## config.mk

```make
export PLATFORM = sky130hd
export DESIGN_NAME = chaff_inserter
export DESIGN_NICKNAME = d
export VERILOG_FILES = /design/src/rtl/aont_pkg.sv /design/src/rtl/lfsr16.sv /design/src/rtl/chaff_inserter.sv
export SDC_FILE = /design/constraint.sdc
export NUM_CORES = 1
export LEC_CHECK = 0
export ABC_AREA = 1
export CAP_MARGIN = 10
export CORE_AREA = 4 4 337 339
export DETAILED_ROUTE_END_ITERATION = 6
export DIE_AREA = 0 0 341 343
export PLACE_DENSITY = 0.48
export REMOVE_ABC_BUFFERS = 1
export SETUP_SLACK_MARGIN = 0.1
export SYNTH_ARGS = -nofsm -noshare
export SYNTH_HDL_FRONTEND = slang
export SYNTH_SLANG_ARGS = --single-unit
```

## constraint.sdc

```tcl
create_clock -name clk -period 8.2 [get_ports clk]
set_input_delay 2.46 -clock clk [delete_from_list [all_inputs] [get_ports clk]]
set_output_delay 2.46 -clock clk [all_outputs]
set_load 0.005 [all_outputs]
```

## src/rtl/aont_pkg.sv

```systemverilog
// Shared sizing, FSM state encoding and packet layout for the AONT chaff inserter.
package aont_pkg;
   localparam int DEF_NOOFBLOCKS = 8;
   localparam int DEF_LSLEN      = 16;
   localparam int DEF_LSLENLOG   = 4;
   localparam int BLKLEN         = DEF_LSLEN * DEF_LSLENLOG;
   localparam int MSGLEN         = BLKLEN * DEF_NOOFBLOCKS;

   typedef enum logic [1:0] {IDLE, TAG, EMIT_A, EMIT_B} state_t;

   typedef struct packed {
      logic [$clog2(DEF_NOOFBLOCKS)-1:0] serial;
      logic [BLKLEN-1:0]                 data;
      logic [DEF_LSLENLOG-1:0]           tag;
   } pkt_t;
endpackage

```

## src/rtl/lfsr16.sv

```systemverilog
// Free-running 16-bit Fibonacci LFSR, x^16+x^14+x^13+x^11+1, shifting left.
module lfsr16 #(
   parameter logic [15:0] SEED = 16'hACE1
) (
   input  logic        clk,
   input  logic        rstn,
   output logic [15:0] state
);
   always_ff @(posedge clk or negedge rstn) begin
      if (!rstn) state <= SEED;
      else       state <= {state[14:0], state[15] ^ state[13] ^ state[12] ^ state[10]};
   end
endmodule

```

## src/rtl/chaff_inserter.sv

```systemverilog
// Splits a message into blocks, tags each block, and emits a wheat/chaff packet pair per block.
// Emit order within a pair is chosen by an LFSR bit; outputs hold while out_ready is low.
module chaff_inserter
   import aont_pkg::*;
#(
   parameter int          NOOFBLOCKS = DEF_NOOFBLOCKS,
   parameter int          LSLEN      = DEF_LSLEN,
   parameter int          LSLENLOG   = DEF_LSLENLOG,
   parameter logic [15:0] LFSR_SEED  = 16'hACE1
) (
   input  logic                                 clk,
   input  logic                                 rstn,
   input  logic                                 in_valid,
   output logic                                 in_ready,
   input  logic [LSLEN*LSLENLOG*NOOFBLOCKS-1:0] msg_in,
   input  logic [LSLENLOG-1:0]                  tag_key,
   output logic                                 out_valid,
   input  logic                                 out_ready,
   output logic [LSLEN*LSLENLOG-1:0]            out_data,
   output logic [$clog2(NOOFBLOCKS)-1:0]        out_serial,
   output logic [LSLENLOG-1:0]                  out_tag,
   output logic                                 msg_done
);
   localparam int BW = LSLEN * LSLENLOG;
   localparam int SW = $clog2(NOOFBLOCKS);
   localparam int NW = $clog2(LSLEN);
   localparam logic [SW-1:0] LAST_BLK = SW'(NOOFBLOCKS - 1);
   localparam logic [NW-1:0] LAST_NIB = NW'(LSLEN - 1);

   state_t                       state;
   logic [BW*NOOFBLOCKS-1:0]     msg_q;
   logic [LSLENLOG-1:0]          key_q;
   logic [LSLENLOG-1:0]          tag_acc;
   logic [SW-1:0]                blk_idx;
   logic [NW-1:0]                nib_cnt;
   logic [15:0]                  lfsr;
   pkt_t                         out_pkt;
   pkt_t                         alt_pkt;

   logic [BW-1:0]                blk;
   logic [LSLENLOG-1:0]          nib;
   logic [LSLENLOG-1:0]          tag_next;
   pkt_t                         wheat;
   pkt_t                         chaff;

   lfsr16 #(.SEED(LFSR_SEED)) u_lfsr (
      .clk   (clk),
      .rstn  (rstn),
      .state (lfsr)
   );

   always_comb begin
      blk      = msg_q[blk_idx*BW +: BW];
      nib      = blk[nib_cnt*LSLENLOG +: LSLENLOG];
      tag_next = (tag_acc + nib) ^ key_q;
      wheat    = '{serial: blk_idx, data: blk, tag: tag_next};
      chaff    = '{serial: blk_idx, data: blk ^ {(BW/16){lfsr}}, tag: tag_next ^ '1};
   end

   always_ff @(posedge clk or negedge rstn) begin
      if (!rstn) begin
         state     <= IDLE;
         msg_q     <= '0;
         key_q     <= '0;
         tag_acc   <= '0;
         blk_idx   <= '0;
         nib_cnt   <= '0;
         out_valid <= 1'b0;
         out_pkt   <= '0;
         alt_pkt   <= '0;
      end else begin
         case (state)
            IDLE: if (in_valid) begin
               msg_q   <= msg_in;
               key_q   <= tag_key;
               tag_acc <= tag_key;
               blk_idx <= '0;
               nib_cnt <= '0;
               state   <= TAG;
            end
            TAG: begin
               tag_acc <= tag_next;
               nib_cnt <= nib_cnt + 1'b1;
               // Last nibble: tag_next is the final tag and lfsr is the latched r.
               if (nib_cnt == LAST_NIB) begin
                  out_valid <= 1'b1;
                  out_pkt   <= lfsr[0] ? chaff : wheat;
                  alt_pkt   <= lfsr[0] ? wheat : chaff;
                  state     <= EMIT_A;
               end
            end
            EMIT_A: if (out_ready) begin
               out_pkt <= alt_pkt;
               state   <= EMIT_B;
            end
            EMIT_B: if (out_ready) begin
               out_valid <= 1'b0;
               out_pkt   <= '0;
               tag_acc   <= key_q;
               nib_cnt   <= '0;
               if (blk_idx == LAST_BLK) begin
                  state <= IDLE;
               end else begin
                  blk_idx <= blk_idx + 1'b1;
                  state   <= TAG;
               end
            end
            default: state <= IDLE;
         endcase
      end
   end

   assign in_ready   = (state == IDLE);
   assign msg_done   = (state == EMIT_B) && out_ready && (blk_idx == LAST_BLK);
   assign out_data   = out_pkt.data;
   assign out_serial = out_pkt.serial;
   assign out_tag    = out_pkt.tag;
endmodule
```

==> impl_table.tex, run 1 <==
\begin{tabular}{lr}
\hline
Metric & Value \\
\hline
\multicolumn{2}{l}{\textbf{Status}} \\
\quad Outcome & complete, no violations \\
\multicolumn{2}{l}{\textbf{STA}} \\
\quad Number of hold-slack violations in the final timing report & 0 \\
\quad Pin slew with the least headroom to its limit & between 1 and 1.5 ns \\
\quad Total negative slack for setup checks & 0 ns \\
\quad Final critical-path share of the clock period & between 70\% and 80\% \\
\quad Smallest hold slack & between 0.4 and 0.5 ns \\
\quad Worst relative slew slack & between 20\% and 30\% \\
\quad Number of setup violations in the final report & 0 \\
\quad Maximum frequency from static timing analysis & 0.164 GHz \\
\quad PnR worst setup slack & approximately 2.1 ns \\
\quad Shortest period the worst path allows & $\sim$6.1 ns \\
\quad Post-route clock skew & $\sim$0.026 ns \\
\quad Setup repair after global routing missed its margin & no \\
\quad Final max-slew violation count & 0 \\
\multicolumn{2}{l}{\textbf{Cells and area}} \\
\quad Final nets & approximately 4,400 \\
\quad Reg area & about 17,000 µm² \\
\quad Filler cell count & $\sim$11,000 \\
\quad Fraction of final layout cells with drive strength greater than 1 & roughly 16\% \\
\quad Area growth syn-to-layout & 30.6\% \\
\quad Multi-input gate area & between 10,000 and 15,000 µm² \\
\quad Final non-filler cell total & around 5,400 \\
\multicolumn{2}{l}{\textbf{Yosys}} \\
\quad Synth top cells by count & 680 x sky130\_fd\_sc\_hd\_\_dfrtp\_1, 424 x sky130\_fd\_sc\_hd\_\_nand2\_1, 397 x sky130\_fd\_sc\_hd\_\_mux2\_2 \\
\quad Synthesis warning total & 0 \\
\quad Top-count cell post-synth & sky130\_fd\_sc\_hd\_\_dfrtp\_1 \\
\quad Yosys top cell area share & 51.6\% \\
\quad Post-synthesis instance total & roughly 3,300 \\
\quad Number of synthesized register bits & 688 \\
\quad Sequential cell area fraction in the yosys report & a little over half \\
\quad Area of the mapped netlist & 33,000 µm² \\
\quad Most common flop cell mapped by yosys & sky130\_fd\_sc\_hd\_\_dfrtp\_1 \\
\quad Proportion of register bits with asynchronous set or reset after synthesis & 100\% \\
\quad Top post-synthesis cells by area & sky130\_fd\_sc\_hd\_\_dfrtp\_1 52\%, sky130\_fd\_sc\_hd\_\_mux2\_2 14\%, sky130\_fd\_sc\_hd\_\_o21ai\_0 5.1\% \\
\quad Distinct cell type count after synthesis & 43 \\
\quad Number of enable-type register cells in the synthesized netlist & 0 \\
\quad Post-synthesis cell type with the largest combined area & sky130\_fd\_sc\_hd\_\_dfrtp\_1 \\
\quad Average footprint of a synthesized cell & around 9.8 µm² \\
\multicolumn{2}{l}{\textbf{Die}} \\
\quad Total number of placement rows & around 120 \\
\quad CORE AREA & roughly 110,000 µm² \\
\quad Area enclosed by the die boundary & roughly 120,000 µm² \\
\quad Floorplan die width & $\sim$340 µm \\
\quad Io pins & 594 \\
\quad Chip Height & roughly 340 µm \\
\quad Effective utilization at floorplan & 29.9\% \\
\multicolumn{2}{l}{\textbf{Drt}} \\
\quad Via total after detailed routing & between 20,000 and 30,000 \\
\quad Final antenna-violating net count & 0 \\
\quad DRC marker count from the first detailed-route iteration & 1,295 \\
\quad DRC Markers & 0 \\
\quad Pre-antenna DRT Iters & 5 \\
\quad Average detailed-routed wire length per instance & approximately 21 µm \\
\quad Number of vias per cell & between 4 and 5 \\
\quad Sum of routed wire length over all layers & around 110 mm \\
\multicolumn{2}{l}{\textbf{Pwr}} \\
\quad P per Cell Area & just under 400 nW/µm² \\
\quad Power after layout & $\sim$17 mW \\
\quad Net switching power & 6.68 mW \\
\quad Switching power as a share of total power & about two fifths \\
\quad Logic gate share of total power & a little over two fifths \\
\quad Fraction of power consumed by sequential logic & roughly a third \\
\quad Total leakage power & about 19 nW \\
\quad Max rail drop VDD & around 230 µV \\
\quad Clk network pwr share & between 20 and 25\% \\
\quad Internal power contribution & around 10 mW \\
\multicolumn{2}{l}{\textbf{Setup path}} \\
\quad CP Cell Sequence & clkdlybuf4s50\_1 -> inv\_1 -> nor2\_1 -> clkdlybuf4s50\_1 \\
\quad Delay of the slowest cell on the worst path & a little over 0.5 ns \\
\quad Arrival time of data at the critical path endpoint & $\sim$3.6 ns \\
\quad Critical path's most frequent cell & sky130\_fd\_sc\_hd\_\_clkdlybuf4s50\_1 \\
\quad CP Capture Type & output pin \\
\quad Buffer and inverter count on the worst path & 3 \\
\quad Total stage count of the critical path & 4 \\
\quad Worst Path Class, Setup & input pin to output pin \\
\quad Kind of start point of the critical path & input pin \\
\quad Data required time at the worst endpoint & around 5.7 ns \\
\quad Slowest-stage cell, CP & sky130\_fd\_sc\_hd\_\_clkdlybuf4s50\_1 \\
\quad Crit Path Max Fanout & 2 \\
\quad Worst reg-to-reg path cell count & 18 \\
\quad Cell family with the largest share of critical-path delay & buffers and inverters \\
\multicolumn{2}{l}{\textbf{Clock tree}} \\
\quad CTS tree & done \\
\quad Clock root cell & sky130\_fd\_sc\_hd\_\_clkbuf\_16 \\
\quad Number of hold buffers added after CTS & 0 \\
\quad Clock latency of the later-clocked register in the worst-skew pair & 0.64 ns \\
\quad PostCTS Resize Cnt & 0 \\
\quad H-tree Lvls & 3 \\
\quad Post CTS Setup Buffer Count & 0 \\
\quad Clock edge transition at the registers on the reported setup and hold paths & about 0.060 ns \\
\quad Sink Count & between 600 and 700 \\
\quad Largest buffer count on any clock path & 3 \\
\quad Total clock buffers created by CTS & 86 \\
\multicolumn{2}{l}{\textbf{GRT}} \\
\quad Maximum number of pins on one net before global-route repair & 159 \\
\quad Via count of the first global-routing pass & between 20,000 and 30,000 \\
\quad Global-route total usage across every layer & a little under a fifth \\
\quad Number of antenna violations at the first check in global routing & 13 \\
\quad Remaining global-route overflow & 0 \\
\quad Wire length of the first global-routing pass & 169 mm \\
\multicolumn{2}{l}{\textbf{Worst hold path}} \\
\quad Min-delay worst type & flop to flop \\
\quad Worst hold path stage count & 0 \\
\multicolumn{2}{l}{\textbf{Place}} \\
\quad Pre-CTS worst setup slack & roughly 2.1 ns \\
\quad HPWL after detailed placement & approximately 75 mm \\
\quad Final Wtd Congestion & 0.774 \\
\quad Placed cell count & 5,212 \\
\quad Buffers added on ports & between 500 and 600 \\
\multicolumn{2}{l}{\textbf{Job}} \\
\quad Max\_cap viols & 0 \\
\hline
\end{tabular}
-- cells in the final DEF, fill, tap and decap left out, drive strengths merged, types with 3 or more instances in the layout --
cell type      synthesis  final
xor2                  58     58
nor2                 373    373
clkinvlp               0      3
dfstp                  8      8
o221ai                37     37
o211ai                29     29
o21ai                367    367
xnor2                 14     14
o22a                  41     41
inv                  154    157
nand2                428    428
clkbuf               174    139
diode                  0      9
nand3                131    131
mux2                 397    397
o22ai                 61     61
a22oi                 42     42
ha                    19     19
buf                   77     34
a2bb2oi               24     24
clkinv                 3     10
clkdlybuf4s50          0    592
a21oi                223    223
dfrtp                680    680
bufinv                 0      7
-- path summary, 6_finish.rpt --
| check | start | endpoint | slack, ns |
|---|---|---|---|
| setup / recovery | out_ready | msg_done | 2.10 |
| hold / removal | u_lfsr.state[5] | u_lfsr.state[6] | 0.41 |
| setup reg to reg | blk_idx[0] | out_tag[2] | 3.27 |
| hold reg to reg | u_lfsr.state[5] | u_lfsr.state[6] | 0.41 |
| max in group asynchronous | rstn | msg_q[315] | 5.09 |
| min in group asynchronous | rstn | msg_q[437] | 1.80 |
-- worst reg2reg max path, cell delays in order (launching register included) --
cell	delay [ns]
sky130_fd_sc_hd__dfrtp_4	0.96
sky130_fd_sc_hd__inv_8	0.42
sky130_fd_sc_hd__buf_12	0.37
sky130_fd_sc_hd__o21ai_0	0.54
sky130_fd_sc_hd__o22ai_1	0.09
sky130_fd_sc_hd__nand2_1	0.10
sky130_fd_sc_hd__o21a_1	0.20
sky130_fd_sc_hd__inv_1	0.14
sky130_fd_sc_hd__o21ai_0	0.18
sky130_fd_sc_hd__nand3_1	0.08
sky130_fd_sc_hd__nand3_1	0.14
sky130_fd_sc_hd__nand3_1	0.11
sky130_fd_sc_hd__ha_1	0.23
sky130_fd_sc_hd__fa_1	0.42
sky130_fd_sc_hd__xnor2_1	0.19
sky130_fd_sc_hd__xor2_1	0.26
sky130_fd_sc_hd__xor2_1	0.22
sky130_fd_sc_hd__nand2_1	0.07
sky130_fd_sc_hd__a2bb2oi_1	0.15
-- routing by layer --
metal | vias to the layer above | part of all wire, % | global-route usage (%)
li1 | 12400 | - | -
met4 | 8 | 2.3 | 4.66
met3 | 140 | 7.2 | 5.86
met1 | 12800 | 44 | 24.6
met5 | - | 0.045 | 0
met2 | 550 | 47 | 30.8
-- state kept, by name, indices dropped and copies added (netlist names) --
| register | count |
|---|---|
| key_q | 4 |
| alt_pkt | 71 |
| out_valid | 1 |
| out_serial | 3 |
| state | 2 |
| tag_acc | 4 |
| nib_cnt | 4 |
| out_tag | 4 |
| msg_q | 512 |
| blk_idx | 3 |
| out_data | 64 |
| u_lfsr.state | 16 |
-- power groups by stage --
stage	registers (mW)	clock network, mW	logic [mW]
global placement	5.63	0	7.56
global route	5.79	4.23	8.35
finish	5.60	3.96	7.47
CTS	5.62	4.11	7.64
floorplan	5.59	0	5.55
detailed placement	5.67	0	7.60
-- area by class of cell --
type	count	area share [%]
diodes	9	0.0523
clock buffers	139	6.15
clock inverters	20	0.701
inverters	157	1.41
multi-input cells	2253	32.6
flip-flops and latches	688	40.1
well taps	1488	4.33
repair buffers	626	14.7
-- cell families after synthesis --
| family | after synthesis | synth area share (%) |
|---|---|---|
| AO/OA/AOI/OAI | 828 | 14.9 |
| XOR/XNOR | 72 | 1.91 |
| adder cells (fa/ha/maj) | 20 | 0.782 |
| buffers and inverters | 408 | 5.30 |
| flip-flops | 688 | 52.3 |
| multiplexers | 398 | 13.6 |
| AND/OR/NAND/NOR | 935 | 11.3 |
-- stage by stage --
step	util [%]	instance area [µm²]
6_report	39.0	43000
5_1_grt	39.0	43000
4_1_cts	39.0	43000
3_5_place_dp	36.3	40100
3_3_place_gp	36.3	40100
2_1_floorplan	-	31800
(Power assumes the default switching activity.)
==> inputs of run 2 (changes only) <==
--- a/config.mk
+++ b/config.mk
@@ -10,7 +10,7 @@
 export CORE_AREA = 4 4 337 339
 export DETAILED_ROUTE_END_ITERATION = 6
 export DIE_AREA = 0 0 341 343
-export PLACE_DENSITY = 0.48
+export PLACE_DENSITY = 0.5
 export REMOVE_ABC_BUFFERS = 1
 export SETUP_SLACK_MARGIN = 0.1
 export SYNTH_ARGS = -nofsm -noshare
==> constraint.sdc (replaced) <==
create_clock -name clk -period 4.9 [get_ports clk]
set_input_delay 1.47 -clock clk [delete_from_list [all_inputs] [get_ports clk]]
set_output_delay 1.47 -clock clk [all_outputs]
set_load 0.005 [all_outputs]
==> impl_table.tex, run 2 (same netlist as run 1, synthesis figures left out) <==
\begin{tabular}{lr}
\hline
Metric & Value \\
\hline
\multicolumn{2}{l}{\textbf{Cells and area}} \\
\quad Reg area & 17,200 µm² (unchanged) \\
\quad Filler cell count & 11,000 (-0.72\%) \\
\quad Most frequent cells in the layout & 676 x sky130\_fd\_sc\_hd\_\_dfrtp\_1, 592 x sky130\_fd\_sc\_hd\_\_clkdlybuf4s50\_1, 423 x sky130\_fd\_sc\_hd\_\_nand2\_1 \\
\quad Area growth syn-to-layout & 31.8\% \\
\quad Fraction of the core area covered by cells at the end of the flow & 39.4\% (+0.37 points) \\
\quad Multi-input gate area & 14,000 µm² (unchanged) \\
\quad Fraction of final layout cells with drive strength greater than 1 & 17.0\% (+1.0 points) \\
\quad Largest Register & msg\_q \\
\quad Max FFs per register & 512 (unchanged) \\
\quad Leading cell type in the layout, fill and taps excluded & sky130\_fd\_sc\_hd\_\_dfrtp\_1 \\
\quad Final nets & 4,386 (+0.78\%) \\
\quad Final design area excluding fillers & 43,400 µm² (+0.94\%) \\
\multicolumn{2}{l}{\textbf{Clock tree}} \\
\quad Number of hold buffers added after CTS & 0 (unchanged) \\
\quad Total clock buffers created by CTS & 85 (-1.2\%) \\
\quad Post CTS Setup Buffer Count & 0 (unchanged) \\
\quad Clock edge transition at the registers on the reported setup and hold paths & 0.06 ns (about the same) \\
\quad PostCTS Resize Cnt & 0 (unchanged) \\
\quad Clock root cell & sky130\_fd\_sc\_hd\_\_clkbuf\_16 \\
\quad Largest buffer count on any clock path & 3 (unchanged) \\
\quad Clock latency of the later-clocked register in the worst-skew pair & 0.66 ns (+0.02 ns) \\
\quad CTS tree & done \\
\quad Sink Count & 688 (unchanged) \\
\quad H-tree Lvls & 3 (unchanged) \\
\multicolumn{2}{l}{\textbf{Drt}} \\
\quad Via total after detailed routing & 26,100 (+0.55\%) \\
\quad DRC Markers & 0 (unchanged) \\
\quad Pre-antenna DRT Iters & 5 (unchanged) \\
\quad Final antenna-violating net count & 0 (unchanged) \\
\quad Sum of routed wire length over all layers & 116 mm (+2.3\%) \\
\quad Number of vias per cell & 4.82 (about the same) \\
\quad DRC marker count from the first detailed-route iteration & 1,601 (+24\%) \\
\quad Average detailed-routed wire length per instance & 21.5 µm (+1.6\%) \\
\multicolumn{2}{l}{\textbf{GRT}} \\
\quad Number of antenna violations at the first check in global routing & 13 (unchanged) \\
\quad Wire length of the first global-routing pass & 172 mm (+1.8\%) \\
\quad Via count of the first global-routing pass & 26,500 (+0.92\%) \\
\quad Global-route total usage across every layer & 19.4\% (+0.46 points) \\
\quad Remaining global-route overflow & 0 (unchanged) \\
\quad Maximum number of pins on one net before global-route repair & 120 (-25\%) \\
\multicolumn{2}{l}{\textbf{STA}} \\
\quad Maximum frequency from static timing analysis & 0.223 GHz \\
\quad Worst relative slew slack & 26.1\% (-1.3 points) \\
\quad Setup repair after global routing missed its margin & no \\
\quad Number of setup violations in the final report & 0 (unchanged) \\
\quad Number of hold-slack violations in the final timing report & 0 (unchanged) \\
\quad Smallest hold slack & 0.419 ns (+0.0116 ns) \\
\quad Post-route clock skew & 0.0233 ns (-0.00285 ns) \\
\quad Final max-slew violation count & 0 (unchanged) \\
\quad Shortest period the worst path allows & roughly 4.5 ns \\
\quad Final critical-path share of the clock period & 91.4\% \\
\quad Total negative slack for setup checks & 0 ns (unchanged) \\
\quad Pin slew with the least headroom to its limit & 1.11 ns (+0.0200 ns) \\
\multicolumn{2}{l}{\textbf{Die}} \\
\quad Io pins & 594 (unchanged) \\
\quad Total number of placement rows & 122 (unchanged) \\
\quad CORE AREA & 110,000 µm² (unchanged) \\
\quad Area enclosed by the die boundary & 117,000 µm² (unchanged) \\
\quad Effective utilization at floorplan & 29.9\% (unchanged) \\
\quad Chip Height & 343 µm (unchanged) \\
\quad Floorplan die width & 341 µm (unchanged) \\
\multicolumn{2}{l}{\textbf{Place}} \\
\quad Buffers added on ports & 593 (unchanged) \\
\quad Final Wtd Congestion & 0.774 (about the same) \\
\quad HPWL after detailed placement & 78.7 mm (+5.0\%) \\
\quad Cell Area, Placed & 40,400 µm² (+0.93\%) \\
\multicolumn{2}{l}{\textbf{Job}} \\
\quad Max\_cap viols & 0 (unchanged) \\
\multicolumn{2}{l}{\textbf{Worst hold path}} \\
\quad Worst hold path stage count & 0 (unchanged) \\
\quad Min-delay worst type & flop to flop \\
\quad Worst Hold Launch & u\_lfsr.state[5] \\
\multicolumn{2}{l}{\textbf{Setup path}} \\
\quad Worst reg-to-reg path cell count & 19 (+1) \\
\quad Worst reg2reg startpoint & blk\_idx[0] \\
\quad Crit path launch & blk\_idx[0] \\
\quad Data required time at the worst endpoint & 3.43 ns (-2.31 ns) \\
\quad Crit Path Max Fanout & 68 (+66) \\
\quad CP Capture Type & output pin \\
\quad Kind of start point of the critical path & flop \\
\quad Worst Path Class, Setup & flop to output pin \\
\quad Arrival time of data at the critical path endpoint & 3.01 ns (-0.63 ns) \\
\multicolumn{2}{l}{\textbf{Pwr}} \\
\quad Total leakage power & 18.9 nW (+1.3\%) \\
\quad Max rail drop VDD & 563 µV (+150\%) \\
\quad Power after layout & 28.8 mW (+69\%) \\
\quad P per Cell Area & 662 nW/µm² (+67\%) \\
\multicolumn{2}{l}{\textbf{Status}} \\
\quad Outcome & complete, no violations \\
\hline
\end{tabular}
[run 2: worst paths after layout]
kind / end / slack, ns
hold reg to reg: u_lfsr.state[6] / 0.42
hold / removal: u_lfsr.state[6] / 0.42
setup reg to reg: out_tag[3] / 0.85
setup / recovery: msg_done / 0.42
min in group asynchronous: msg_q[144] / 0.85
max in group asynchronous: u_lfsr.state[13] / 2.94
[run 2: area by class of cell]
type                       count  area share [%]
sequential                   688            39.7
multi-input combinational   2253            32.3
timing repair buffer         661            15.5
clock buffer                 125            5.82
tap                         1488            4.29
inverter                     157            1.40
clock inverter                34            1.04
antenna                        8          0.0461
[run 2: per-stage QoR]
step	cells	setup WS, ns
floorplan	3098	-10.05
global placement	5247	0.803
detailed placement	5247	0.777
CTS	5406	0.332
global route	5409	0.191
finish	5414	0.420
[run 2: layer usage]
layer | vias up | track usage, % | wire length (µm)
li1 | 12500 | - | -
met1 | 12800 | 25.8 | 50900
met2 | 689 | 31.4 | 54600
met3 | 151 | 5.02 | 8010
met4 | 8 | 5.07 | 2740
met5 | - | 0 | 57
[run 2: report_power, final]
group	internal, mW	leakage [nW]	total (mW)	switching, mW
clock network	4.11	1.47	6.72	2.61
registers	8.14	8.24	9.32	1.17
logic	5.26	9.15	12.7	7.45
[run 2: critical path, cell delays in order, from the launching register on]
cell and delay [ns]:
sky130_fd_sc_hd__dfrtp_4 0.49, sky130_fd_sc_hd__buf_4 0.62, sky130_fd_sc_hd__ha_1 0.26, sky130_fd_sc_hd__ha_1 0.16, sky130_fd_sc_hd__nand2_1 0.14, sky130_fd_sc_hd__nor2_1 0.15, sky130_fd_sc_hd__clkdlybuf4s50_1 0.52
